**config.mk**
```make
export PLATFORM = sky130hd
export DESIGN_NAME = dmem_requester
export DESIGN_NICKNAME = d
export VERILOG_FILES = /design/src/rtl/dmem_requester.sv
export SDC_FILE = /design/constraint.sdc
export NUM_CORES = 1
export LEC_CHECK = 0
export ABC_AREA = 1
export BUFFER_PORTS_ARGS = -buffer_cell sky130_fd_sc_hd__buf_2
export CORE_AREA = 2 2 100 102
export CTS_CLUSTER_DIAMETER = 30
export CTS_CLUSTER_SIZE = 8
export DETAILED_ROUTE_END_ITERATION = 10
export DIE_AREA = 0 0 102 104
export PLACE_DENSITY = 0.78
export SLEW_MARGIN = 30
export SYNTH_ARGS = -nofsm -noshare
export SYNTH_HDL_FRONTEND = slang
export SYNTH_SLANG_ARGS = --single-unit
```
**constraint.sdc**
```tcl
create_clock -name clk -period 1.7 [get_ports clk]
set_input_delay 0.425 -clock clk [delete_from_list [all_inputs] [get_ports clk]]
set_output_delay 0.425 -clock clk [all_outputs]
set_load 0.02 [all_outputs]
```
**src/rtl/dmem_requester.sv**
```systemverilog
// Purpose: drives the data memory's memread/memwrite strobes for one load/store at a time.
// Latency: resp_valid 3 edges after the accept edge for a normal access (1 edge for a trapped misalign).
// Backpressure: req_ready only in IDLE with the memory not stalling; requests are held upstream otherwise.
//
// Optional feature: define MISALIGN_TRAP_EN to reject misaligned half/word accesses without touching memory.
//
// Ports:
//   clk, reset                     clock and synchronous active-high reset
//   req_valid/req_ready            pipeline request handshake
//   req_write/addr/wdata/size/     request payload (size: 0=byte, 1=half, 2/3=word)
//   req_unsigned
//   resp_valid/rdata/err           one-cycle response; rdata/err hold until the next response
//   mem_addr/write_data/memwrite/  registered memory-side request
//   memread/sign_mask
//   mem_read_data/mem_clk_stall    memory-side returns
module dmem_requester #(
    parameter int TIMEOUT_CYCLES = 8
) (
    input  logic        clk,
    input  logic        reset,
    input  logic        req_valid,
    output logic        req_ready,
    input  logic        req_write,
    input  logic [31:0] req_addr,
    input  logic [31:0] req_wdata,
    input  logic [1:0]  req_size,
    input  logic        req_unsigned,
    output logic        resp_valid,
    output logic [31:0] resp_rdata,
    output logic        resp_err,
    output logic [31:0] mem_addr,
    output logic [31:0] mem_write_data,
    output logic        mem_memwrite,
    output logic        mem_memread,
    output logic [3:0]  mem_sign_mask,
    input  logic [31:0] mem_read_data,
    input  logic        mem_clk_stall
);

    localparam int CW = $clog2(TIMEOUT_CYCLES + 1);
    // Counter value at the start of the last permitted WAIT cycle.
    localparam logic [CW-1:0] WAIT_LAST = CW'(TIMEOUT_CYCLES - 1);

    typedef enum logic [1:0] {
        IDLE  = 2'd0,
        ISSUE = 2'd1,
        WAIT  = 2'd2,
        RESP  = 2'd3
    } state_t;

    state_t        state;
    logic [CW-1:0] wait_cnt;
    logic          seen_stall;
    logic          is_load;
    logic [2:0]    size_mask;

    // Holding off while stall is high keeps a new request from colliding with an
    // access that memory is still finishing (e.g. one orphaned by a reset).
    assign req_ready = (state == IDLE) && !mem_clk_stall;

    always_comb begin
        size_mask = 3'b111;
        case (req_size)
            2'd0:    size_mask = 3'b001;
            2'd1:    size_mask = 3'b011;
            default: size_mask = 3'b111;
        endcase
    end

`ifdef MISALIGN_TRAP_EN
    logic misalign;
    always_comb begin
        misalign = 1'b0;
        if (req_size == 2'd1)
            misalign = req_addr[0];
        else if (req_size[1])
            misalign = (req_addr[1:0] != 2'b00);
    end
`endif

    always_ff @(posedge clk) begin
        if (reset) begin
            state          <= IDLE;
            wait_cnt       <= '0;
            seen_stall     <= 1'b0;
            is_load        <= 1'b0;
            resp_valid     <= 1'b0;
            resp_rdata     <= 32'h0;
            resp_err       <= 1'b0;
            mem_addr       <= 32'h0;
            mem_write_data <= 32'h0;
            mem_memwrite   <= 1'b0;
            mem_memread    <= 1'b0;
            mem_sign_mask  <= 4'h0;
        end else begin
            resp_valid <= 1'b0;
            case (state)
                IDLE: begin
                    if (req_valid && req_ready) begin
                        mem_addr       <= req_addr;
                        mem_write_data <= req_wdata;
                        mem_sign_mask  <= {~req_write & ~req_unsigned, size_mask};
                        is_load        <= ~req_write;
`ifdef MISALIGN_TRAP_EN
                        if (misalign) begin
                            resp_valid <= 1'b1;
                            resp_err   <= 1'b1;
                            resp_rdata <= 32'h0;
                            state      <= RESP;
                        end else
`endif
                        begin
                            mem_memwrite <= req_write;
                            mem_memread  <= ~req_write;
                            state        <= ISSUE;
                        end
                    end
                end
                ISSUE: begin
                    mem_memwrite <= 1'b0;
                    mem_memread  <= 1'b0;
                    wait_cnt     <= '0;
                    seen_stall   <= 1'b0;
                    state        <= WAIT;
                end
                WAIT: begin
                    wait_cnt <= wait_cnt + CW'(1);
                    if (mem_clk_stall)
                        seen_stall <= 1'b1;
                    // Completion is the falling edge of stall after it was seen high.
                    if (seen_stall && !mem_clk_stall) begin
                        resp_rdata <= is_load ? mem_read_data : 32'h0;
                        resp_err   <= 1'b0;
                        resp_valid <= 1'b1;
                        state      <= RESP;
                    end else if (wait_cnt == WAIT_LAST) begin
                        resp_rdata <= 32'h0;
                        resp_err   <= 1'b1;
                        resp_valid <= 1'b1;
                        state      <= RESP;
                    end
                end
                RESP: begin
                    state <= IDLE;
                end
                default: state <= IDLE;
            endcase
        end
    end

endmodule

```
==> results of run 1 <==
final timing paths:
kind / from / cells past startpoint / end
worst max register to register: state[0]$_SDFFE_PP0P_ / 8 / wait_cnt[2]$_SDFFE_PP0P_
worst min-delay path: req_wdata[15] / 3 / mem_write_data[15]$_SDFFE_PP0P_
worst min register to register: resp_err$_SDFFE_PP0P_ / 2 / resp_err$_SDFFE_PP0P_
worst max-delay path: state[1]$_SDFFE_PP0P_ / 5 / req_ready
worst max-delay path: cells and delay by family (launching register included):
family / cells / cell delay (ns)
adder cells (fa/ha/maj): 1 / 0.15
flip-flops: 1 / 0.35
buffers and inverters: 3 / 0.27
AND/OR/NAND/NOR: 1 / 0.09
stage by stage:
| step | setup slack, ns | cell area, um2 |
|---|---|---|
| detailed placement | 0.147 | 5410 |
| floorplan | 0.312 | 4210 |
| global route | 0.00293 | 5650 |
| global placement | 0.246 | 5410 |
| CTS | 0.00189 | 5620 |
| finish | 0.0793 | 5650 |
Yosys cell counts, drive strengths merged (2+ instances only):
master | instances | area (um2)
clkbuf | 13 | 48.8
buf | 25 | 136
a211oi | 2 | 15.0
ha | 5 | 62.6
nor2 | 29 | 124
nand2 | 198 | 753
o21ai | 2 | 10.0
dfxtp | 112 | 2240
a21oi | 108 | 541
inv | 14 | 52.6
nand3 | 38 | 203
cell families after synthesis:
group | share of synthesized area
adders and majority gates | 0.0149
and+or+nand+nor | 0.260
buffers and inverters | 0.0565
AOI/OAI and AO/OA | 0.136
DFF | 0.533
layer usage:
| layer | global-route usage | up-vias |
|---|---|---|
| met1 | 0.243 | 1895 |
| li1 | - | 2162 |
| met5 | 0 | - |
| met3 | 0.0504 | 18 |
| met2 | 0.353 | 146 |
| met4 | 0.0762 | 0 |
registers in the layout, summed over array words and instances, names as in the netlist:
name / cells
is_load: 1
mem_addr: 32
mem_memread: 1
mem_memwrite: 1
mem_sign_mask: 4
mem_write_data: 32
resp_err: 1
resp_rdata: 32
resp_valid: 1
seen_stall: 1
state: 2
wait_cnt: 4
cell type report:
| type | count | share of cell area |
|---|---|---|
| multi-input combinational | 385 | 0.309 |
| tap | 133 | 0.0295 |
| sequential | 112 | 0.398 |
| clock inverter | 5 | 0.00709 |
| clock buffer | 11 | 0.0268 |
| antenna | 1 | 0.000443 |
| timing repair buffer | 226 | 0.220 |
| inverter | 14 | 0.00975 |
power by group through the flow:
stage | sequential [mW] | combinational (mW) | clock [mW]
after detailed placement | 3.02 | 1.57 | 0
after floorplan | 3.24 | 0.772 | 0
after global routing | 3.00 | 1.81 | 1.67
after CTS | 2.97 | 1.62 | 1.56
after global placement | 3.01 | 1.53 | 0
final | 2.97 | 1.65 | 1.51
timing repair:
action,4_1_cts,5_1_grt
buffers inserted,0,2
pin swaps,0,2
endpoints found under the setup margin,1,1
resized for setup,7,4
==> results.md, run 1 <==
* Status: finished clean
* Synth unique cells at 22
* CTS clk-pin slew, worst paths at 0.10 ns
* Layout Nets at 857
* Achievable Freq at 617 MHz
* Final Hold Vio Count at 0
* Startpoint Class: register
* Rel. slew slack at 0.703
* Fin util at 0.591
* P_sw at ~2.0 mW
* Mean Syn Cell Area at 7.66 um2
* Largest stage delay on the critical path at approximately 0.35 ns
* Net Count, Synth at approximately 660
* Area grow syn2layout at 34.2%
* Largest net degree at the start of global routing at 45
* CTS H-tree depth at 3
* Setup_tns at 0 ns
* Hold Path Class: in2reg
* Cells after DPL at around 870
* Vias at between 4000 and 5000
* Synth Register Bits at around 110
* Clock sinks at between 100 and 150
* Combinational fraction of design power at 0.269
* Ports at around 210
* Layout Cells excl Fill at about 900
* Pwr Total at 6.13 mW
* Metal2 WL at 5670 um
* Clk root buf: clkbuf_8
* Reg2reg setup slack at 0.17 ns
* Post-synthesis sequential area ratio at 0.533
* Number of remaining DRC errors at 0
* DRT Pass-1 Iters at 4
* Initial Util at 0.441
* Multi-input logic area at 0.00174 mm2
* Maxcap violations at 0
* Yosys warns at 0
* Die area at roughly 0.011 mm2
* Static leakage at about 2.6 nW
* DRT met1 WL at around 4700 um
* Initial antenna violation count at 1
* Max Slew Vio Count at 0
* Slowest cell on crit path: dfxtp_2
* Register area at roughly 0.0022 mm2
* Detailed Place HPWL at about 8300 um
* Row cnt at 36
* Layout Skew at approximately 0.009 ns
* Min Tclk post-route at 1.62 ns
* Vias in the first global route at slightly below 4000
* Detailed Route WL at 11300 um
* Worst-path cell chain: inv_2 -> ha_4 -> inv_2 -> nor2_2 -> buf_4
* EDFF count, synth at 0
* CP dominant cell by count: inv_2
* Share of cells above drive strength 1 at 0.341
* First-pass GRT wire length at 17600 um
* Worst-Skew Late Latency at 0.36 ns
* Final period util at 0.953
* Port Buffer Count at between 200 and 250
* FILL cells at roughly 900
* Reg power frac at 0.485
* Final ANT Viol Nets at 0
* Synthesized instance count at 549
* GRT Total Usage at 0.205
* Net Sw Frac at 0.331
* WP data required at approximately 1.3 ns
* Clk pwr share at 0.246
* Met3 wire len at 629 um
* Post-synth top flop: dfxtp_1
* Congestion Overflow GR at 0
* Hold-fix buffers, CTS at 0
* Worst Path Max Fanout at 3
* RSZ-0062 raised after global routing: false
* FFs w/ async S/R, synth at 0
* VDD IR max at ~0.58 mV
* Setup CP Type: reg2out
* Endpoints failing setup at 0
* Placer Congestion at about 0.8
* Most frequent cells in the layout: buf_2, nand2_1, dfxtp_1
* Int Power at ~4 mW
* Placeable Area at 0.00955 mm2
* WL/cell at roughly 13 um
* TritonCTS Buffers at 9
* Vias per cell at approximately 4.8
* Worst-margin pin slew at approximately 0.45 ns
* Critical Path Sink Type: output pin
* DRT iter0 DRCs at 147
* Pwr/cell area at approximately 1100 mW/mm2
* Worst EP arrival at 1.20 ns
* Die Y at around 100 um
* Commonest non-fill, non-tap cell in the layout: buf_2
* Cell Area, Synth at roughly 0.0042 mm2
* Hold Slack at 0.295 ns
* CTS tree: built
* Horiz. Die Dim at between 100 and 150 um
* Bufs on Longest Clock Path at 2
* Max layer used: met4
Note: power is estimated with default switching activity, not from simulation.
==> inputs of run 2 (changes only) <==
MAX_ROUTING_LAYER = met4   (was unset)
==> results.md, run 2 (same netlist as run 1, synthesis figures left out) <==
* Max Slew Vio Count at 0 (unchanged)
* Commonest non-fill, non-tap cell in the layout: buf_2
* Die Y at 104 um (unchanged)
* Initial Util at 0.441 (unchanged)
* GRT Total Usage at 0.211 (+0.00569)
* Startpoint Class: register
* Placeable Area at 0.00955 mm2 (unchanged)
* Horiz. Die Dim at 102 um (unchanged)
* Top Registers: mem_addr x32, mem_write_data x32, resp_rdata x32
* Endpoints failing setup at 0 (unchanged)
* DRT Pass-1 Iters at 6 (+2)
* Static leakage at 2.60 nW (unchanged)
* Status: finished clean
* Layout Nets at 857 (unchanged)
* CTS clk-pin slew, worst paths at 0.11 ns (about the same)
* Pwr Total at 6.13 mW (+0.12%)
* RSZ-0062 raised after global routing: false
* Initial antenna violation count at 1 (unchanged)
* Rel. slew slack at 0.698 (-0.00469)
* Detailed Place HPWL at 8330 um (unchanged)
* Bufs on Longest Clock Path at 2 (unchanged)
* Worst-Skew Late Latency at 0.36 ns (about the same)
* Ports at 209 (unchanged)
* WP data required at 1.27 ns (about the same)
* Largest net degree at the start of global routing at 45 (unchanged)
* CTS tree: built
* Critical Path Sink Type: output pin
* CTS H-tree depth at 3 (unchanged)
* Final period util at 0.955 (+0.00199)
* FILL cells at 902 (unchanged)
* Clock sinks at 112 (unchanged)
* Row cnt at 36 (unchanged)
* Hold Path Class: in2reg
* Setup CP Type: reg2out
* Area grow syn2layout at 34.2% (unchanged)
* Final ANT Viol Nets at 0 (unchanged)
* Min Tclk post-route at 1.62 ns (+0.00338 ns)
* Number of remaining DRC errors at 0 (unchanged)
* Achievable Freq at 616 MHz (-0.21%)
* Die area at 0.0106 mm2 (unchanged)
* Port Buffer Count at 208 (unchanged)
* DRT iter0 DRCs at 167 (+14%)
* Clk root buf: clkbuf_8
* Detailed Route WL at 11300 um (+0.36%)
* Final Hold Vio Count at 0 (unchanged)
* VDD IR max at 0.584 mV (+0.62%)
* WL/cell at 12.8 um (+0.36%)
* Congestion Overflow GR at 0 (unchanged)
* Vias at 4244 (+0.54%)
* Cells after DPL at 868 (unchanged)
* TritonCTS Buffers at 9 (unchanged)
* Vias per cell at 4.78 (+0.54%)
* Pwr/cell area at 1090 mW/mm2 (+0.12%)
* Worst EP arrival at 1.20 ns (about the same)
* Maxcap violations at 0 (unchanged)
* Share of cells above drive strength 1 at 0.341 (unchanged)
* Placer Congestion at 0.797 (+1.4%)
* Layout Skew at 0.0112 ns (+0.00204 ns)
* Setup_tns at 0 ns (unchanged)
* Worst Path Max Fanout at 3 (unchanged)
* Layout Cells excl Fill at 887 (unchanged)
* Vias in the first global route at 3866 (-0.026%)
* First-pass GRT wire length at 17600 um (+0.19%)
* Hold-fix buffers, CTS at 0 (unchanged)
* Most frequent cells in the layout: buf_2, nand2_1, dfxtp_1
* Worst-margin pin slew at 0.452 ns (+0.00704 ns)
run 2: path summary, 6_finish.rpt:
path	depth (start not counted)	slack, ns	end	start
setup / recovery	5	0.08	req_ready	state[1]$_SDFFE_PP0P_
hold / removal	3	0.29	mem_write_data[15]$_SDFFE_PP0P_	req_wdata[15]
setup reg to reg	8	0.17	wait_cnt[2]$_SDFFE_PP0P_	state[0]$_SDFFE_PP0P_
hold reg to reg	2	0.46	resp_err$_SDFFE_PP0P_	resp_err$_SDFFE_PP0P_
run 2: per-layer routing:
layer | GRT usage | vias up | part of all wire
li1 | - | 2166 | -
met1 | 0.248 | 1924 | 0.42
met2 | 0.352 | 134 | 0.50
met3 | 0.0444 | 20 | 0.055
met4 | 0.0762 | 0 | 0.022
met5 | - | - | 0
run 2: worst max-delay path, stage by stage, from the launching register on:
cell and delay [ns]:
dfxtp_2 0.35, inv_2 0.09, ha_4 0.15, inv_2 0.04, nor2_2 0.09, buf_4 0.14
run 2: cell type report:
type / instances / area (um2) / share of cell area
Inverter: 14 / 55.1 / 0.00975
Sequential cell: 112 / 2250 / 0.398
Tap cell: 133 / 166 / 0.0295
Timing Repair Buffer: 226 / 1240 / 0.220
Antenna cell: 1 / 2.50 / 0.000443
Clock buffer: 11 / 151 / 0.0268
Clock inverter: 5 / 40.0 / 0.00709
Multi-Input combinational cell: 385 / 1740 / 0.309
run 2: through the flow:
stage	setup slack, ns	cell area, um2	hold slack [ns]	util
global placement	0.246	5410	0.440	0.567
finish	0.0759	5650	0.293	0.591
global route	0.00293	5650	0.278	0.591
CTS	0.00189	5620	0.278	0.589
floorplan	0.312	4210	0.461	-
detailed placement	0.147	5410	0.443	0.567
run 2: report_power, final:
part	switching (mW)	internal (mW)	total, mW
Combinational	1.02	0.622	1.65
Sequential	0.124	2.85	2.98
Clock	0.887	0.626	1.51
run 2: repair_timing:
action / CTS / global route
resized for setup: 7 / 4
gates cloned: 0 / 0
setup endpoints to repair: 1 / 1
buffers inserted: 0 / 2
pin swaps: 0 / 2
==> inputs of run 3 (changes only) <==
ABC_AREA = unset   (was 1)
CORE_AREA = 2 2 99 101   (was 2 2 100 102)
DIE_AREA = 0 0 101 103   (was 0 0 102 104)
==> results.md, run 3 <==
* Worst-margin pin slew at 0.546 ns (+0.0938 ns)
* Worst-Skew Late Latency at 0.37 ns (about the same)
* TritonCTS Buffers at 9 (unchanged)
* Vias at 3902 (-8.1%)
* Min Tclk post-route at 1.63 ns (+0.00430 ns)
* DRT iter0 DRCs at 163 (-2.4%)
* Detailed Route WL at 10400 um (-8.1%)
* Setup CP Type: reg2out
* Final ANT Viol Nets at 0 (unchanged)
* VDD IR max at 0.521 mV (-11%)
* Yosys warns at 0 (unchanged)
* Setup_tns at 0 ns (unchanged)
* Bufs on Longest Clock Path at 2 (unchanged)
* FILL cells at 854 (-5.3%)
* Final period util at 0.958 (+0.00253)
* CTS H-tree depth at 3 (unchanged)
* Top cells by area, synth: dfxtp_1, nand2_1, a21oi_1
* CTS tree: built
* Ports at 209 (unchanged)
* Row cnt at 36 (unchanged)
* Startpoint Class: register
* Detailed Place HPWL at 7500 um (-10%)
* Clk root buf: clkbuf_8
* Largest net degree at the start of global routing at 53 (+18%)
* WHS Path Cells at 2 (-1)
* WL/cell at 13.2 um (+3.5%)
* Hold Slack at 0.266 ns (-0.0267 ns)
* Vias per cell at 4.95 (+3.5%)
* Post-synthesis sequential area ratio at 0.543 (+0.0102)
* Mean Syn Cell Area at 8.69 um2 (+13%)
* Achievable Freq at 614 MHz (-0.26%)
* Synth Register Bits at 112 (unchanged)
* Die area at 0.0104 mm2 (-1.9%)
* Horiz. Die Dim at 101 um (-0.98%)
* Layout Skew at 0.0153 ns (+0.00419 ns)
* Area grow syn2layout at 32.6%
* Max Slew Vio Count at 0 (unchanged)
* Pwr/cell area at 1150 mW/mm2 (+5.5%)
* Final Hold Vio Count at 0 (unchanged)
* RSZ-0062 raised after global routing: false
* WP data required at 1.27 ns (about the same)
* FFs w/ async S/R, synth at 0 (unchanged)
* Synth unique cells at 34 (+55%)
* Top Registers: mem_addr x32, mem_write_data x32, resp_rdata x32
* Rel. slew slack at 0.636 (-0.0625)
* Placeable Area at 0.00946 mm2 (-0.94%)
* First-pass GRT wire length at 15400 um (-12%)
* Fin util at 0.579 (-0.0125)
* EDFF count, synth at 0 (unchanged)
* Vias in the first global route at 3468 (-10%)
* Initial Util at 0.437 (-0.00414)
* Number of remaining DRC errors at 0 (unchanged)
* Die Y at 103 um (-0.96%)
* Diode count at 0 (-1)
* GRT Total Usage at 0.188 (-0.0228)
* Maxcap violations at 0 (unchanged)
* Synthesized instance count at 475 (-13%)
* Congestion Overflow GR at 0 (unchanged)
* Post-synth top cells: nand2_1, dfxtp_1, a21oi_1
* Initial antenna violation count at 0 (-1)
* Worst EP arrival at 1.20 ns (about the same)
* Post-synth top area cell: dfxtp_1
* Layout Nets at 778 (-9.2%)
* Hold-fix buffers, CTS at 0 (unchanged)
* CTS clk-pin slew, worst paths at 0.10 ns (about the same)
* Most common cell in the netlist: nand2_1
* Post-synth top flop: dfxtp_1
* Endpoints failing setup at 0 (unchanged)
* DRT Pass-1 Iters at 4 (-2)
* Status: finished clean
* Commonest non-fill, non-tap cell in the layout: buf_2
* Most frequent cells in the layout: buf_2, nand2_1, dfxtp_1
* Multi-input logic area at 0.00167 mm2 (-4.5%)
* Synth top area share at 0.543 (+0.0102)
* Placer Congestion at 0.810 (+1.6%)
* Clock sinks at 112 (unchanged)
* Worst Path Max Fanout at 6 (+3)
* Critical Path Sink Type: output pin
* Pwr Total at 6.28 mW (+2.3%)
* Share of cells above drive strength 1 at 0.375 (+0.0341)
* Static leakage at 2.56 nW (-1.4%)
* R2R depth at 6 (-2)
* Net Count, Synth at 584 (-11%)
* Cell Area, Synth at 0.00413 mm2 (-1.9%)
* Register area at 0.00224 mm2 (-0.17%)
* Hold Path Class: in2reg
* Port Buffer Count at 208 (unchanged)
[run 3: cell types whose count changed in the layout (fill, tap and decap cells not counted), sizes merged, moves of 15 or more]
cell | before | now
o21ai | 2 | 18
a21oi | 108 | 73
nand2 | 198 | 151
nand4 | 0 | 15
nand3 | 38 | 5
a32o | 0 | 18
nor2 | 29 | 5
[run 3: routing by layer]
metal	up-vias	GRT usage	part of all wire
met5	-	-	0
met4	0	0.0530	0.014
met3	11	0.0427	0.057
met2	124	0.326	0.50
met1	1780	0.219	0.43
li1	1987	-	-
[run 3: where the power goes]
group / switching [mW] / internal [mW]
clock: 0.921 / 0.604
sequential: 0.122 / 2.86
combinational: 1.05 / 0.721
total: 2.09 / 4.18
[run 3: area by class of cell]
cell class                      count  area share
Clock buffer                       11      0.0258
Clock inverter                      5     0.00937
Inverter                            5     0.00388
Multi-Input combinational cell    318       0.304
Sequential cell                   112       0.410
Tap cell                          114      0.0261
Timing Repair Buffer              223       0.221
[run 3: kinds of logic (layout without fill, tap and decap cells)]
logic type               count (synthesis)  after routing  share of synthesized area
AND/OR/NAND/NOR                        195            195                      0.209
AO/OA/AOI/OAI                          115            115                      0.167
flip-flops                             112            112                      0.543
buffers and inverters                   45            244                     0.0588
adder cells (fa/ha/maj)                  5              5                     0.0152
multiplexers                             3              3                    0.00758
[run 3: critical path: stages, from the launching register on]
cell and delay [ns]:
dfxtp_2 0.38, inv_4 0.05, ha_4 0.17, nor2b_4 0.12
buf_6 0.13
[run 3: stage by stage]
stage               area [um2]  instances  worst slack (ns)
global route              5480        788           0.00584
finish                    5480        788            0.0716
global placement          5230        769             0.152
CTS                       5450        787            0.0265
floorplan                 4130        475             0.207
detailed placement        5230        769             0.116
[run 3: timing repair]
action / in CTS / in global routing
setup buffers: 2 / 1
endpoints found under the setup margin: 1 / 1
pin swaps: 0 / 1
resized for setup: 6 / 3
[run 3: path summary, 6_finish.rpt]
check | to | from | slack (ns)
worst min register to register | resp_rdata[27]$_SDFFE_PP0P_ | resp_rdata[27]$_SDFFE_PP0P_ | 0.45
worst min-delay path | resp_rdata[2]$_SDFFE_PP0P_ | mem_read_data[2] | 0.27
worst max-delay path | req_ready | state[1]$_SDFFE_PP0P_ | 0.07
worst max register to register | state[0]$_SDFFE_PP0P_ | state[0]$_SDFFE_PP0P_ | 0.08
